[config.mk]
export PLATFORM = sky130hd
export DESIGN_NAME = serial_tx_param
export DESIGN_NICKNAME = d
export VERILOG_FILES = /design/src/rtl/serial_tx_param.sv
export SDC_FILE = /design/constraint.sdc
export NUM_CORES = 1
export LEC_CHECK = 0
export CAP_MARGIN = 20
export CORE_MARGIN = 4
export CORE_UTILIZATION = 54
export CTS_CLUSTER_SIZE = 20
export DETAILED_ROUTE_END_ITERATION = 7
export PLACE_DENSITY = 0.76
export SETUP_SLACK_MARGIN = 0.1
export SLEW_MARGIN = 20
export SYNTH_ARGS = -nofsm -noshare
export SYNTH_HDL_FRONTEND = slang
export SYNTH_SLANG_ARGS = --single-unit
[constraint.sdc]
create_clock -name clk -period 2.02 [get_ports clk]
set_input_delay 0.404 -clock clk [delete_from_list [all_inputs] [get_ports clk]]
set_output_delay 0.404 -clock clk [all_outputs]
set_load 0.02 [all_outputs]
[src/rtl/serial_tx_param.sv]
// serial_tx_param: parametrised serial frame transmitter.
// Sends start bit, DATA_W data bits LSB first, optional even parity,
// then STOP_BITS stop bits; each bit lasts CLKS_PER_BIT clocks.
// Optional parity bit enabled by defining SERIAL_TX_PARITY_EN.
// Ports:
//   clk      system clock (rising edge)
//   rst      asynchronous active-high reset
//   load     level request; rising edge starts a frame, low aborts
//   data_in  word captured at the start edge
//   out      serial line, idles high
//   busy     high from start bit through last stop bit
//   done     frame complete, held until load drops
module serial_tx_param #(
    parameter int DATA_W       = 8,
    parameter int CLKS_PER_BIT = 16,
    parameter int STOP_BITS    = 1
) (
    input  logic              clk,
    input  logic              rst,
    input  logic              load,
    input  logic [DATA_W-1:0] data_in,
    output logic              out,
    output logic              busy,
    output logic              done
);

    localparam int CW = (CLKS_PER_BIT > 1) ? $clog2(CLKS_PER_BIT) : 1;
    localparam int BW = (DATA_W > 0) ? $clog2(DATA_W + 1) : 1;
    localparam logic [CW-1:0] CYC_LAST  = CW'(CLKS_PER_BIT - 1);
    localparam logic [BW-1:0] DATA_LAST = BW'(DATA_W - 1);
    localparam logic [BW-1:0] STOP_LAST = BW'(STOP_BITS - 1);

    if (DATA_W < 1 || DATA_W > 32) begin : g_bad_data_w
        $error("serial_tx_param: DATA_W must be 1..32");
    end
    if (CLKS_PER_BIT < 2) begin : g_bad_cpb
        $error("serial_tx_param: CLKS_PER_BIT must be >= 2");
    end
    if (STOP_BITS != 1 && STOP_BITS != 2) begin : g_bad_stop
        $error("serial_tx_param: STOP_BITS must be 1 or 2");
    end

    typedef enum logic [2:0] {
        IDLE, START, DATA, PARITY, STOP, DONE
    } state_t;

    state_t            state, state_n;
    logic [DATA_W-1:0] sh, sh_n;
    logic [CW-1:0]     cyc, cyc_n;
    logic [BW-1:0]     bcnt, bcnt_n;
    logic              load_q;
    logic              start;
    logic              bit_tick;
    logic              active;
`ifdef SERIAL_TX_PARITY_EN
    logic              par, par_n;
`endif

    assign start    = load & ~load_q;
    assign bit_tick = (cyc == CYC_LAST);
    assign active   = (state == START) || (state == DATA) ||
                      (state == PARITY) || (state == STOP);

    always_ff @(posedge clk or posedge rst) begin
        if (rst) begin
            state  <= IDLE;
            sh     <= '0;
            cyc    <= '0;
            bcnt   <= '0;
            load_q <= 1'b1;
`ifdef SERIAL_TX_PARITY_EN
            par    <= 1'b0;
`endif
        end else begin
            state  <= state_n;
            sh     <= sh_n;
            cyc    <= cyc_n;
            bcnt   <= bcnt_n;
            load_q <= load;
`ifdef SERIAL_TX_PARITY_EN
            par    <= par_n;
`endif
        end
    end

    always_comb begin
        state_n = state;
        sh_n    = sh;
        cyc_n   = cyc;
        bcnt_n  = bcnt;
        out     = 1'b1;
        busy    = 1'b0;
        done    = 1'b0;
`ifdef SERIAL_TX_PARITY_EN
        par_n   = par;
`endif
        if (active) begin
            busy  = 1'b1;
            cyc_n = bit_tick ? '0 : cyc + 1'b1;
        end
        unique case (state)
            IDLE: begin
                if (start) begin
                    state_n = START;
                    sh_n    = data_in;
                    cyc_n   = '0;
                    bcnt_n  = '0;
`ifdef SERIAL_TX_PARITY_EN
                    par_n   = ^data_in;
`endif
                end
            end
            START: begin
                out = 1'b0;
                if (bit_tick) state_n = DATA;
            end
            DATA: begin
                out = sh[0];
                if (bit_tick) begin
                    sh_n = sh >> 1;
                    if (bcnt == DATA_LAST) begin
                        bcnt_n = '0;
`ifdef SERIAL_TX_PARITY_EN
                        state_n = PARITY;
`else
                        state_n = STOP;
`endif
                    end else begin
                        bcnt_n = bcnt + 1'b1;
                    end
                end
            end
`ifdef SERIAL_TX_PARITY_EN
            PARITY: begin
                out = par;
                if (bit_tick) state_n = STOP;
            end
`endif
            STOP: begin
                // bcnt is reused to count stop bits
                if (bit_tick) begin
                    if (bcnt == STOP_LAST) begin
                        bcnt_n  = '0;
                        state_n = DONE;
                    end else begin
                        bcnt_n = bcnt + 1'b1;
                    end
                end
            end
            DONE: begin
                done = 1'b1;
                if (!load) state_n = IDLE;
            end
            default: state_n = IDLE;
        endcase
        // Dropping load mid-frame wins over any bit boundary
        if (active && !load) begin
            state_n = IDLE;
            cyc_n   = '0;
            bcnt_n  = '0;
        end
    end

endmodule
==> out/metrics.csv, run 1 <==
metric;value;unit
dpl_cell_area;1390;um2
numCtsBuffers;3;
startpoint;state[0];
setup_tns;0;ns
wirelength;2380;um
vdd_drop_max;639;uV
regToRegStartpoint;bcnt[0];
vias_per_cell;5.57;
clock_skew;0.0113;ns
rr_endpoint;bcnt[3];
die-area;3050;um2
synth.distinct_cells;40;
final_nets;163;
grt_pass1_vias;954;
core-area;2040;um2
row_count;16;
syn_inst;129;
synth_warnings;0;
maxCapViolCount;0;
setup_violations;0;
dp_hpwl;1820;um
synthTopCellsByArea;dfrtp_1, mux2i_1, nand2_1;
ys_ff_latch;20;
ant_nets;0;
grt_overflow_total;0;
antenna_found_initial;0;
drc;0;
dp.cells;171;
grt_pass1_wl;4170;um
cts_tree;done;
end_kind;output port;
combPwrFrac;0.180;
syn-mean-instance-area;9.35;um2
die_x;55.3;um
async_flop_share;1.00;
crit_type;flop to output port;
clock-sinks;20;
netSwitchingFraction;0.271;
io_pins;14;
p_leak;0.000627;uW
via_count;975;
rsz0062_at_grt;yes;
syn-num-nets;143;
fin_crit;1.90;ns
synth_top_cell_by_area;dfrtp_1;
n_antenna_cell;0;
relSlewSlack;0.656;
max_stage_delay;0.49;ns
gp_congestion;0.801;
p_seq_frac;0.555;
fin_crit_sh;0.941;
p_int;631;uW
drv_slew;0;
worstRegToRegCells;7;
ys_seq_area_frac;0.416;
max_slew.worst_pin.slew;0.515;ns
hp-class;input pin to asynchronous set/reset pin;
r2r_setup_slack;0.25;ns
die_y;55.3;um
drt_iter0_markers;27;
switchingPower;235;uW
synthFlopType;dfrtp_1;
clock.fmax;0.526;GHz
synthToLayoutAreaGrowth;18.9;%
root_buffer;clkbuf_4;
clk_latency;0.31;ns
cp.required;1.62;ns
h-tree-depth;1;
hold_buffers;0;
fin_area;1430;um2
cp_data_arrival_time;1.50;ns
synthDominantCellAreaShare;0.394;
synth_area;1210;um2
crit_chain;nor2_4 > xnor2_4 > dlygate4sd2_1;
wl_per_cell;13.6;um
synth_edf_count;0;
path_clk_slew;0.11;ns
crit_path_max_fanout;8;
final_cells;175;
worstSetupStartpointType;flop;
groute.usage.overall;0.170;
crit_path_end;busy;
drive_gt1_frac;0.196;
p_clk_frac;0.265;
io_buffers;13;
powerDensity;604;nW/um2
status;complete, no violations;
fin_util;0.702;
clock_path_buffers;2;
hold_viol;0;
grt_max_degree;21;
first_pass_iters;4;
slowest_stage;dfrtp_2;
start_util;0.591;
==> kinds of logic after synthesis <==
logic type,share of synthesized area
AND/OR/NAND/NOR,0.239
AO/OA/AOI/OAI,0.142
flip-flops,0.416
buffers and inverters,0.0591
multiplexers,0.0830
adder cells (fa/ha/maj),0.0311
XOR/XNOR,0.0301
==> worst min path at each step <==
| stage | from | slack, ns | to | cells past startpoint |
|---|---|---|---|---|
| finish | rst | 0.41 | cyc[1] | 3 |
| global route | rst | 0.41 | cyc[1] | 3 |
| CTS | rst | 0.40 | cyc[0] | 3 |
| detailed placement | sh[7] | 0.47 | sh[7] | 2 |
| global placement | sh[7] | 0.45 | sh[7] | 2 |
| floorplan | rst | 0.37 | bcnt[0] | 1 |
==> critical path, delay by kind of cell (launching register included) <==
| kind | cells | cell delay, ns |
|---|---|---|
| flip-flops | 1 | 0.49 |
| buffers and inverters | 1 | 0.36 |
| AND/OR/NAND/NOR | 1 | 0.19 |
| XOR/XNOR | 1 | 0.16 |
==> power by group through the flow <==
stage,Sequential (uW),Combinational [uW],Clock [uW]
floorplan,477,109,0
global placement,483,148,0
detailed placement,486,158,0
CTS,479,156,241
global route,487,179,263
finish,480,156,229
==> registers in the layout, indices dropped and copies added, names as in the netlist <==
register  flops
sh            8
state         3
load_q        1
cyc           4
bcnt          4
==> per-stage QoR <==
stage | power [uW] | hold slack, ns | setup WS (ns)
after floorplan | 585 | 0.367 | 0.319
after global placement | 632 | 0.452 | 0.0469
after detailed placement | 644 | 0.471 | 0.000982
after CTS | 877 | 0.405 | 0.0349
after global routing | 929 | 0.411 | 0.0289
final | 865 | 0.408 | 0.118
==> cell usage after synthesis (2+ instances only) <==
cell type  instances
o21ai_0            7
nand3_1            6
o21ai_2            2
or3_1              2
ha_1               3
nand2_1           14
dfrtp_1           19
nand2b_1           3
mux2i_1           10
o211ai_1           4
nor2_2             2
and2_1             2
nor2b_1            3
inv_1              5
o21ai_1            5
nor2_1            10
buf_4              2
a21oi_1            5
buf_6              2
buf_2              2
nand3b_1           2
==> what timing repair did <==
item                                    CTS  global route
setup buffers                             0             0
pin swaps                                 0             0
resized for setup                         5             6
gates cloned                              0             0
endpoints found under the setup margin    3            15
==> layout make-up <==
class                   count  area [um2]
well taps                  27        33.8
multi-input cells          97         649
fillers                   177         608
flip-flops and latches     20         505
clock buffers               4        36.3
repair buffers             22         190
inverters                   5        18.8
==> layer usage <==
metal | part of all wire | GRT usage
met5 | 0 | 0
met4 | 0.025 | 0.0799
met3 | 0.063 | 0.0373
met2 | 0.47 | 0.275
met1 | 0.45 | 0.216
==> placed cells by master, fill, tap and decap left out, drive strengths merged, types with 2 or more instances in the layout <==
cell | synthesis | layout
a21oi | 5 | 5
and2 | 2 | 2
and2b | 2 | 2
buf | 6 | 9
clkbuf | 1 | 5
clkdlybuf4s50 | 0 | 10
dfrtp | 19 | 19
dlygate4sd2 | 0 | 2
ha | 3 | 3
inv | 5 | 5
mux2i | 10 | 10
nand2 | 15 | 15
nand2b | 3 | 3
nand3 | 6 | 6
nand3b | 2 | 2
nor2 | 12 | 12
nor2b | 3 | 3
o211ai | 4 | 4
o21ai | 14 | 14
or3 | 2 | 2
Note: power is estimated with default switching activity, not from simulation.
==> run 2: changes to the inputs <==
- CORE_MARGIN: 4 -> unset
==> out/metrics.csv, run 2 (same netlist as run 1, synthesis figures left out) <==
metric;value;unit;change
crit_type;flop to output port;;
gp_congestion;0.753;;-6.0%
die_y;49.3;um;-11%
max_slew.worst_pin.slew;0.497;ns;-0.0179 ns
crit_path_max_fanout;6;;-2
clock.fmax;0.534;GHz;+1.6%
wl_per_cell;13.4;um;-1.1%
cp.required;1.62;ns;about the same
fin_crit;1.87;ns;-0.0306 ns
max_stage_delay;0.48;ns;about the same
switchingPower;239;uW;+1.9%
relSlewSlack;0.668;;+0.0119
final-seq-area;504;um2;-0.25%
path_clk_slew;0.11;ns;about the same
crit_chain;nor2_4 > xnor2_4 > dlygate4sd2_1;;
cp_data_arrival_time;1.47;ns;-0.03 ns
io_pins;14;;unchanged
clk_latency;0.30;ns;about the same
vias_per_cell;5.45;;-2.2%
core-area;2020;um2;-0.98%
cts_tree;done;;
top_regs;sh (8), bcnt (4), cyc (4);;
final_nets;164;;+0.61%
grt_pass1_vias;951;;-0.31%
die-area;2430;um2;-21%
dpl_cell_area;1390;um2;+0.54%
num-fill-cells;172;;-2.8%
clock-sinks;20;;unchanged
final_cells;176;;+0.57%
p_leak;0.000635;uW;+1.4%
p_int;633;uW;+0.42%
n_antenna_cell;0;;unchanged
final_common_cell;dfrtp_1;;
vdd_drop_max;417;uV;-35%
p_clk_frac;0.269;;+0.004
hold_buffers;0;;unchanged
largest_reg_flops;8;;unchanged
setup_violations;0;;unchanged
drv_slew;0;;unchanged
fin_area;1460;um2;+1.6%
die_x;49.3;um;-11%
numCtsBuffers;3;;unchanged
multiInputGateArea;661;um2;+1.7%
final_cell_mix;dfrtp_1, nand2_1;;
io_buffers;13;;unchanged
powerDensity;599;nW/um2;-0.74%
cts.repair.resized;4;;-1
groute.usage.overall;0.221;;+0.0505
combPwrFrac;0.183;;+0.003
clock_skew;0.00626;ns;-0.00502 ns
wirelength;2370;um;-0.50%
hold_viol;0;;unchanged
via_count;959;;-1.6%
drc;0;;unchanged
fin_crit_sh;0.926;;-0.0151
maxCapViolCount;0;;unchanged
slowest_stage;dfrtp_2;;
rsz0062_at_grt;yes;;
grt_max_degree;21;;unchanged
netSwitchingFraction;0.274;;+0.00288
largest-register;sh;;
first_pass_iters;4;;unchanged
drt_iter0_markers;12;;-56%
status;complete, no violations;;
hp-class;input pin to asynchronous set/reset pin;;
fin_util;0.720;;+0.0181
dp_hpwl;1760;um;-3.0%
end_kind;output port;;
ant_nets;0;;unchanged
grt_pass1_wl;4070;um;-2.3%
row_count;16;;unchanged
postCtsSetupRepairBufs;0;;unchanged
antenna_found_initial;0;;unchanged
p_seq_frac;0.548;;-0.007
clock_path_buffers;2;;unchanged
worstSetupStartpointType;flop;;
grt_overflow_total;0;;unchanged
synthToLayoutAreaGrowth;20.7;%;
dp.cells;172;;+0.58%
start_util;0.597;;+0.00585
root_buffer;clkbuf_4;;
drive_gt1_frac;0.188;;-0.00803
h-tree-depth;1;;unchanged
-- run 2: worst paths after layout --
check                      startpoint  endpoint  slack [ns]  depth (start not counted)
setup / recovery             state[1]      busy        0.15                          3
setup reg to reg              bcnt[0]   bcnt[0]        0.24                          7
max in group asynchronous         rst    load_q        1.34                          3
hold / removal                    rst   bcnt[0]        0.42                          3
min in group clk                sh[3]     sh[3]        0.50                          2
hold reg to reg                 sh[3]     sh[3]        0.50                          2
-- run 2: cell type report --
type | count | area share
Sequential cell | 20 | 0.346
Inverter | 5 | 0.0129
Clock buffer | 4 | 0.0249
Timing Repair Buffer | 23 | 0.139
Tap cell | 27 | 0.0232
Multi-Input combinational cell | 97 | 0.454
-- run 2: per-layer routing --
layer  vias up  track usage  share of wire
li1        488            -              -
met3         4       0.0280          0.019
met4         0       0.0735          0.014
met2        14        0.390           0.51
met1       453        0.275           0.46
met5         -            0              0
-- run 2: per-stage QoR --
stage	setup TNS, ns	setup WS, ns	hold WS [ns]	power [uW]
after floorplan	0	0.319	0.367	585
after detailed placement	-0.211	-0.0542	0.470	647
after global routing	0	0.0911	0.436	923
after global placement	0	0.00151	0.467	638
final	0	0.149	0.415	873
after CTS	0	0.0535	0.426	877
-- run 2: critical path: cells and delay by family, from the launching register on --
family / cells / cell delay [ns]
buf+inv: 1 / 0.36
flops: 1 / 0.48
xor+xnor: 1 / 0.16
simple gates: 1 / 0.16
-- run 2: power by group through the flow --
stage | sequential [uW] | combinational (uW) | clock, uW
global route | 484 | 182 | 257
CTS | 478 | 159 | 240
global placement | 482 | 155 | 0
detailed placement | 485 | 161 | 0
floorplan | 477 | 109 | 0
finish | 478 | 160 | 235
